===== src/rtl/edge_loader_pkg.sv =====
// Shared constants, FSM state encoding and start-range helper for edge_loader.
package edge_loader_pkg;

  localparam int DEFAULT_MAX_NODES   = 8;
  localparam int DEFAULT_INDEX_WIDTH = 4;
  localparam int DEFAULT_VALUE_WIDTH = 16;

  typedef enum logic [1:0] {
    ST_IDLE = 2'd0,
    ST_LOAD = 2'd1,
    ST_DONE = 2'd2
  } state_e;

  function automatic logic n_in_range(input logic [31:0] n, input logic [31:0] max_n);
    return (n != '0) && (n <= max_n);
  endfunction

endpackage


===== src/rtl/edge_loader_if.sv =====
// Host stream plus edge-store write bus of edge_loader; slave is the loader side.
interface edge_loader_if
  import edge_loader_pkg::*;
#(
  parameter int INDEX_WIDTH = DEFAULT_INDEX_WIDTH,
  parameter int VALUE_WIDTH = DEFAULT_VALUE_WIDTH
);
  logic                   start;
  logic [INDEX_WIDTH-1:0] num_nodes;
  logic                   in_valid;
  logic [VALUE_WIDTH-1:0] in_data;
  logic                   in_ready;
  logic [INDEX_WIDTH-1:0] from_node;
  logic [INDEX_WIDTH-1:0] to_node;
  logic                   write_enable;
  logic [VALUE_WIDTH-1:0] write_data;
  logic                   busy;
  logic                   done;
  logic                   error;

  modport master (
    output start, num_nodes, in_valid, in_data,
    input  in_ready, from_node, to_node, write_enable, write_data, busy, done, error
  );

  modport slave (
    input  start, num_nodes, in_valid, in_data,
    output in_ready, from_node, to_node, write_enable, write_data, busy, done, error
  );
endinterface


===== src/rtl/edge_index_counter.sv =====
// Row-major (row, col) walker over an N x N matrix; last flags the final cell.
module edge_index_counter #(
  parameter int INDEX_WIDTH = 4
) (
  input  logic                   clock,
  input  logic                   reset,
  input  logic                   clear,
  input  logic                   step,
  input  logic [INDEX_WIDTH-1:0] n,
  output logic [INDEX_WIDTH-1:0] row,
  output logic [INDEX_WIDTH-1:0] col,
  output logic                   last
);
  localparam logic [INDEX_WIDTH-1:0] ONE = INDEX_WIDTH'(1);

  logic [INDEX_WIDTH-1:0] row_q, col_q;
  logic [INDEX_WIDTH-1:0] n_m1;

  assign n_m1 = n - ONE;

  always_ff @(posedge clock) begin
    if (reset || clear) begin
      row_q <= '0;
      col_q <= '0;
    end else if (step) begin
      if (col_q == n_m1) begin
        col_q <= '0;
        row_q <= row_q + ONE;
      end else begin
        col_q <= col_q + ONE;
      end
    end
  end

  assign row  = row_q;
  assign col  = col_q;
  assign last = (row_q == n_m1) && (col_q == n_m1);
endmodule


===== src/rtl/edge_loader.sv =====
// Streams an N x N row-major weight matrix into an edge store, one write per beat.
// Optional macro EDGE_LOADER_DIAG_ZERO_EN: diagonal weights are written as zero.
module edge_loader
  import edge_loader_pkg::*;
#(
  parameter int MAX_NODES   = DEFAULT_MAX_NODES,
  parameter int INDEX_WIDTH = DEFAULT_INDEX_WIDTH,
  parameter int VALUE_WIDTH = DEFAULT_VALUE_WIDTH
) (
  input  logic          clock,
  input  logic          reset,
  edge_loader_if.slave  bus
);
  state_e                 state_q;
  logic [INDEX_WIDTH-1:0] n_q;
  logic                   we_q, done_q, err_q;
  logic [INDEX_WIDTH-1:0] from_q, to_q;
  logic [VALUE_WIDTH-1:0] wd_q;

  logic                   n_ok, load_start, accept, last;
  logic [INDEX_WIDTH-1:0] row, col;
  logic [VALUE_WIDTH-1:0] beat_data;

  assign n_ok       = n_in_range(32'(bus.num_nodes), 32'(MAX_NODES));
  assign load_start = (state_q == ST_IDLE) && bus.start && n_ok;
  assign accept     = (state_q == ST_LOAD) && bus.in_valid;

  edge_index_counter #(.INDEX_WIDTH(INDEX_WIDTH)) u_index (
    .clock (clock),
    .reset (reset),
    .clear (load_start),
    .step  (accept),
    .n     (n_q),
    .row   (row),
    .col   (col),
    .last  (last)
  );

`ifdef EDGE_LOADER_DIAG_ZERO_EN
  assign beat_data = (row == col) ? '0 : bus.in_data;
`else
  assign beat_data = bus.in_data;
`endif

  always_ff @(posedge clock) begin
    if (reset) begin
      state_q <= ST_IDLE;
      n_q     <= '0;
      we_q    <= 1'b0;
      done_q  <= 1'b0;
      err_q   <= 1'b0;
      from_q  <= '0;
      to_q    <= '0;
      wd_q    <= '0;
    end else begin
      we_q   <= accept;
      done_q <= 1'b0;
      err_q  <= 1'b0;
      if (accept) begin
        from_q <= row;
        to_q   <= col;
        wd_q   <= beat_data;
      end
      unique case (state_q)
        ST_IDLE: begin
          if (bus.start) begin
            if (n_ok) begin
              n_q     <= bus.num_nodes;
              state_q <= ST_LOAD;
            end else begin
              err_q <= 1'b1;
            end
          end
        end
        // done is raised with the last beat so it lands on the same cycle as its write
        ST_LOAD: begin
          if (accept && last) begin
            done_q  <= 1'b1;
            state_q <= ST_DONE;
          end
        end
        ST_DONE: state_q <= ST_IDLE;
        default: state_q <= ST_IDLE;
      endcase
    end
  end

  assign bus.in_ready     = (state_q == ST_LOAD);
  assign bus.busy         = (state_q == ST_LOAD);
  assign bus.from_node    = from_q;
  assign bus.to_node      = to_q;
  assign bus.write_enable = we_q;
  assign bus.write_data   = wd_q;
  assign bus.done         = done_q;
  assign bus.error        = err_q;
endmodule


===== src/flat_wrapper.sv =====
// flat-port wrapper written by rule: the top's interface ports become plain ports
module edge_loader_flat import edge_loader_pkg::*;
#(
  parameter int MAX_NODES   = DEFAULT_MAX_NODES,
  parameter int INDEX_WIDTH = DEFAULT_INDEX_WIDTH,
  parameter int VALUE_WIDTH = DEFAULT_VALUE_WIDTH
)
  (clock, reset, bus_start, bus_num_nodes, bus_in_valid, bus_in_data, bus_in_ready, bus_from_node, bus_to_node, bus_write_enable, bus_write_data, bus_busy, bus_done, bus_error);
  edge_loader_if #(.INDEX_WIDTH(INDEX_WIDTH), .VALUE_WIDTH(VALUE_WIDTH)) bus_i ();
  input  logic clock;
  input  logic reset;
  input wire logic [$bits(bus_i.start)-1:0] bus_start;
  input wire logic [$bits(bus_i.num_nodes)-1:0] bus_num_nodes;
  input wire logic [$bits(bus_i.in_valid)-1:0] bus_in_valid;
  input wire logic [$bits(bus_i.in_data)-1:0] bus_in_data;
  output wire logic [$bits(bus_i.in_ready)-1:0] bus_in_ready;
  output wire logic [$bits(bus_i.from_node)-1:0] bus_from_node;
  output wire logic [$bits(bus_i.to_node)-1:0] bus_to_node;
  output wire logic [$bits(bus_i.write_enable)-1:0] bus_write_enable;
  output wire logic [$bits(bus_i.write_data)-1:0] bus_write_data;
  output wire logic [$bits(bus_i.busy)-1:0] bus_busy;
  output wire logic [$bits(bus_i.done)-1:0] bus_done;
  output wire logic [$bits(bus_i.error)-1:0] bus_error;
  assign bus_i.start = bus_start;
  assign bus_i.num_nodes = bus_num_nodes;
  assign bus_i.in_valid = bus_in_valid;
  assign bus_i.in_data = bus_in_data;
  assign bus_in_ready = bus_i.in_ready;
  assign bus_from_node = bus_i.from_node;
  assign bus_to_node = bus_i.to_node;
  assign bus_write_enable = bus_i.write_enable;
  assign bus_write_data = bus_i.write_data;
  assign bus_busy = bus_i.busy;
  assign bus_done = bus_i.done;
  assign bus_error = bus_i.error;
  edge_loader #(.MAX_NODES(MAX_NODES), .INDEX_WIDTH(INDEX_WIDTH), .VALUE_WIDTH(VALUE_WIDTH)) u_core (.clock(clock), .reset(reset), .bus(bus_i));
endmodule

===== config.mk =====
export PLATFORM = sky130hd
export DESIGN_NAME = edge_loader_flat
export DESIGN_NICKNAME = d
export VERILOG_FILES = /design/src/rtl/edge_loader_pkg.sv /design/src/rtl/edge_loader_if.sv /design/src/rtl/edge_index_counter.sv /design/src/rtl/edge_loader.sv /design/src/flat_wrapper.sv
export SDC_FILE = /design/constraint.sdc
export NUM_CORES = 1
export LEC_CHECK = 0
export ABC_CLOCK_PERIOD_IN_PS = 2600
export CORE_AREA = 2 2 71 73
export CTS_CLUSTER_SIZE = 10
export DETAILED_ROUTE_END_ITERATION = 16
export DIE_AREA = 0 0 73 75
export PLACE_DENSITY = 0.65
export SYNTH_ARGS = -nofsm -noshare
export SYNTH_HDL_FRONTEND = slang
export SYNTH_SLANG_ARGS = --single-unit

===== constraint.sdc =====
create_clock -name clock -period 2.6 [get_ports clock]
set_input_delay 0.65 -clock clock [delete_from_list [all_inputs] [get_ports clock]]
set_output_delay 0.65 -clock clock [all_outputs]
set_load 0.05 [all_outputs]

==> Yosys cells after proc, flatten, opt, wreduce, memory -nomap -nowiden <==
Index checks and enable logic that the tools add are counted.
{ "classes": {"addsub": 3, "n_eq_ne": 6, "muxes": 7, "reduce_logical": 14, "bitwise_logic": 3, "n_lt_le_gt_ge": 1} }
{ "ops": {"columns": ["cell", "count"], "rows": [
  ["adder 4 x 1 -> 4 bit (second input constant)", 2],
  ["== test 4 bit", 2],
  ["logical AND 1 bit", 6],
  ["2-to-1 mux 2 bit", 3],
  ["AND reduction 3 bit", 2],
  ["<= comparator 4 bit (second input constant)", 1],
  ["2-to-1 mux 4 bit", 1],
  ["inequality test 2 x 1 -> 1 bit (second input constant)", 2],
  ["one-hot mux 2 bit (2 select lines)", 1],
  ["nonzero test 4 bit", 1],
  ["subtractor 4 x 1 -> 4 bit (second input constant)", 1],
  ["inverter 1 bit", 3],
  ["OR reduction 3 bit", 1],
  ["== test 2 x 1 -> 1 bit (second input constant)", 1],
  ["zero test 2 bit", 1],
  ["2-to-1 mux 1 bit", 2],
  ["inequality test 2 bit (second input constant)", 1],
  ["AND reduction 2 bit", 1],
  ["OR reduction 2 bit", 1],
  ["logical OR 1 bit", 1]
]} }
{ "totals": {"register_bits": 41, "inputBits": 24} }

==> Longest topological paths before layout <==
{ "depth": {"word_depth": 6, "ltp_mapped": 6, "depth_no_buf": 6} }

==> Hierarchy <==
Synthesis repeated with hierarchy kept, for this count alone.
{ "hier_totals": {"cells_unflattened": 206, "area_unflattened_um2": 1808.0} }
{ "modules_own_cells": {"columns": ["mod", "seq_area_each_um2", "cells_each", "instances", "area_each_um2"], "rows": [
  ["edge_loader", 660.6, 142, 1, 1198.6],
  ["edge_index_counter", 160.2, 64, 1, 609.3]
]} }

==> Least setup slack after synthesis <==
No wires, ideal clock.
{ "synth_timing": {"path_type": "reg2out", "startpoint": "reg u_core.state_q[0]", "endpoint": "out bus_in_ready", "t_arrival_ps": 1483, "stages_incl_launch_ff": 3, "slack_ps": 467, "n_path_buf": 1, "t_required_ps": 1950, "cell_sequence": "dfxtp_1 > nor2b_1 > buf_4"} }
{ "synth_between": {"elab_chain_len": 1} }
{ "synth_rtl": {"columns": ["element", "line_no", "source"], "rows": [
  ["start, declared", "edge_loader.sv:14", "state_e state_q;"],
  ["start signal, assigned", "edge_loader.sv:47", "state_q <= ST_IDLE;"],
  ["start signal, assigned", "edge_loader.sv:69", "state_q <= ST_LOAD;"],
  ["start signal, assigned", "edge_loader.sv:79", "state_q <= ST_DONE;"],
  ["== test 2 x 1 -> 1 bit", null, null],
  ["end, declared", "flat_wrapper.sv:16", "output wire logic [$bits(bus_i.in_ready)-1:0] bus_in_ready;"]
]} }
Every way passes these cells.

==> Worst setup path after layout <==
{ "layout_timing": {"startpoint": "reg u_core.state_q[0]", "endpoint": "out bus_in_ready"} }
{ "layout_between": {"elab_chain_len": 1} }
{ "layout_rtl": {"columns": ["element", "line_no", "source"], "rows": [
  ["== test 2 x 1 -> 1 bit", "edge_loader.sv:88", "assign bus.in_ready = (state_q == ST_LOAD);"]
]} }
Every way passes these cells.

==> flow_summary.json <==
{
  "drive_gt1_share_pct": 6.56,
  "end_kind": "output port",
  "crit_arrival_ns": 1.75,
  "tns_ns": 0,
  "syn_area_mm2": 0.00173,
  "num_vias": 1524,
  "start_kind": "register",
  "io_pins": 53,
  "synth_cell_types": 37,
  "setup_viol": 0,
  "syn2layout_area_growth_pct": 40.0,
  "cts_tree": "done",
  "ff2ff_setup_slack_ns": 0.53,
  "worstSkewPairLatency_ns": 0.29,
  "outcome": "finished clean",
  "p_clk_share_pct": 35.8,
  "firstDrtPassIters": 4,
  "switching_share_pct": 25.4,
  "ys_seq_area_share_pct": 47.4,
  "grt_max_degree": 28,
  "cts_setup_buffers": 0,
  "mostFrequentLayoutCells": "nand2_1 (55), clkdlybuf4s50_1 (52), dfxtp_1 (41)",
  "multiInputGateArea_um2": 848,
  "grt_pass1_vias": 1317,
  "clk_path_buf_depth": 2,
  "n_antenna_cell": 0,
  "worstMarginPinSlew_ns": 0.510,
  "pwr-share-comb_pct": 16.1,
  "grt.overflow.total": 0,
  "critPathKind": "register to output port",
  "avgRoutedWirePerCell_um": 11.5,
  "fin_cells": 313,
  "period_needed_ns": 2.40,
  "antenna_found_initial": 0,
  "dp_hpwl_um": 2650,
  "synth_seq_cells": 41,
  "p_leak_uw": 0.000895,
  "dp_cells": 306,
  "clkTransAtPathRegs_ns": 0.07,
  "cts.hold.buffers_added": 0,
  "post-synth-top-area-cell": "dfxtp_1",
  "die_area_mm2": 0.00548,
  "post-route-drc-count": 0,
  "path_max_fanout": 5,
  "synthesis.nets": 232,
  "final_nets": 286,
  "clock_skew_ns": 0.00287,
  "final_common_cell": "nand2_1",
  "synth_area_per_cell_um2": 8.45,
  "h-tree-depth": 2,
  "synth_area_leaders": "dfxtp_1 (47%), nand2_1 (12%), a21oi_1 (9.5%)",
  "fmax_ghz": 0.417,
  "powerDensity_mw_per_mm2": 562,
  "register_area_um2": 821,
  "ant_nets": 0,
  "die_h_um": 75,
  "cts.sinks": 41,
  "drt-total-wl_um": 3600,
  "cts_made_buffers": 5,
  "die_x_um": 73,
  "yosysWarnings": 0,
  "num_rows": 25,
  "cts_resized": 0,
  "seq_power_share_pct": 48.1,
  "p_int_uw": 1020,
  "peakVddDrop_mv": 0.195,
  "synth_cells": 205,
  "grt_use_met3_pct": 4.15,
  "finalMaxSlewViolations": 0,
  "grt_pass1_wl_um": 5930,
  "viasPerCell": 4.87,
  "final_hold_viol_count": 0,
  "port_buffers": 52,
  "post-synth-top-area-fraction_pct": 47.4,
  "start_util_pct": 37.2,
  "core_mm2": 0.00466,
  "top_usage_layer": "met2",
  "p_switching_uw": 347,
  "fillers": 446,
  "drt-initial-drc-count": 57,
  "grt.total_usage_pct": 14.2,
  "rsz0062_at_grt": "false",
  "max_slew_margin_pct": 65.9,
  "use_met1_pct": 17.7,
  "setup_ws_ns": 0.203,
  "maxCapViolations": 0,
  "hp-class": "register to register",
  "root_buffer": "clkbuf_8",
  "fin_crit_sh_pct": 92.2,
  "dp_slack_ns": 0.179,
  "place_congestion": 0.844,
  "met2_usage_pct": 22.0,
  "cp.required_ns": 1.95
}
## logic make-up (layout without fill, tap and decap cells)
kind of cell	after synthesis	in the layout	share of synthesized area (%)
multiplexers	1	1	0.578
buffers and inverters	15	69	3.61
adder cells (fa/ha/maj)	3	3	2.17
AND/OR/NAND/NOR	88	88	24.1
XOR/XNOR	11	11	7.66
flip-flops	41	41	47.4
AO/OA/AOI/OAI	46	46	14.5
## layout make-up
class / count / share of cell area (%)
Clock buffer: 5 / 2.84
Timing Repair Buffer: 59 / 23.6
Multi-Input combinational cell: 149 / 35.0
Tap cell: 54 / 2.79
Clock inverter: 2 / 1.44
Inverter: 3 / 0.464
Sequential cell: 41 / 33.8
## flip-flops by register name, summed over array words and instances, names as in the netlist
| signal | count |
|---|---|
| u_core.bus.write_enable | 1 |
| u_core.bus.from_node | 4 |
| u_core.bus.error | 1 |
| u_core.u_index.col | 4 |
| u_core.bus.write_data | 16 |
| u_core.bus.to_node | 4 |
| u_core.state_q | 2 |
| u_core.u_index.row | 4 |
| u_core.n_q | 4 |
| u_core.bus.done | 1 |
## power groups by stage
stage | Sequential [uW] | Combinational, uW | Clock (uW)
floorplan | 708 | 98.3 | 0
global placement | 671 | 223 | 0
detailed placement | 671 | 222 | 0
CTS | 656 | 223 | 504
global route | 659 | 238 | 528
finish | 656 | 220 | 488
## worst max-delay path, cell delays in order, from the launching register on
cell and delay (ns):
dfxtp_1 0.38, nor2b_1 0.24, clkdlybuf4s50_1 0.84
## synthesized netlist by cell type, drive strengths merged
cell type  count
a211oi         1
a21o           1
a21oi         33
a31oi          1
and3b          1
buf            5
clkbuf         7
dfxtp         41
ha             3
inv            3
mux2i          1
nand2         55
nand2b         2
nand3          7
nand3b         1
nand4          2
nor2           5
nor2b          4
nor3           2
nor3b          2
nor4           1
o211ai         1
o21ai          4
o221ai         1
o22ai          1
o31ai          3
or3            2
or3b           1
or4            3
xnor2          2
xnor3          2
xor2           7
## final timing paths
kind                                   endpoint  cells past startpoint                          startpoint
max                                bus_in_ready                      2      u_core.state_q[0]$_SDFFE_PP0P_
min          u_core.bus.to_node[3]$_SDFFE_PP0P_                      2  u_core.bus.to_node[3]$_SDFFE_PP0P_
max reg2reg  u_core.u_index.row[3]$_SDFFE_PP0P_                      6          u_core.n_q[0]$_SDFFE_PP0P_
min reg2reg  u_core.bus.to_node[3]$_SDFFE_PP0P_                      2  u_core.bus.to_node[3]$_SDFFE_PP0P_
## metrics by stage
stage,utilization (%),area [um^2],hold slack (ns),power [uW]
4_1_cts,52.0,2420,0.456,1380
3_3_place_gp,49.8,2320,0.442,894
5_1_grt,52.0,2420,0.473,1420
3_5_place_dp,49.8,2320,0.446,893
6_report,52.0,2420,0.454,1360
2_1_floorplan,-,1730,0.445,806
## layer usage
metal	wire, um	up-vias
met5	0	-
met4	61	0
met3	191	4
met2	1650	32
met1	1690	685
li1	-	803
Power figures use the tool's default switching activity.
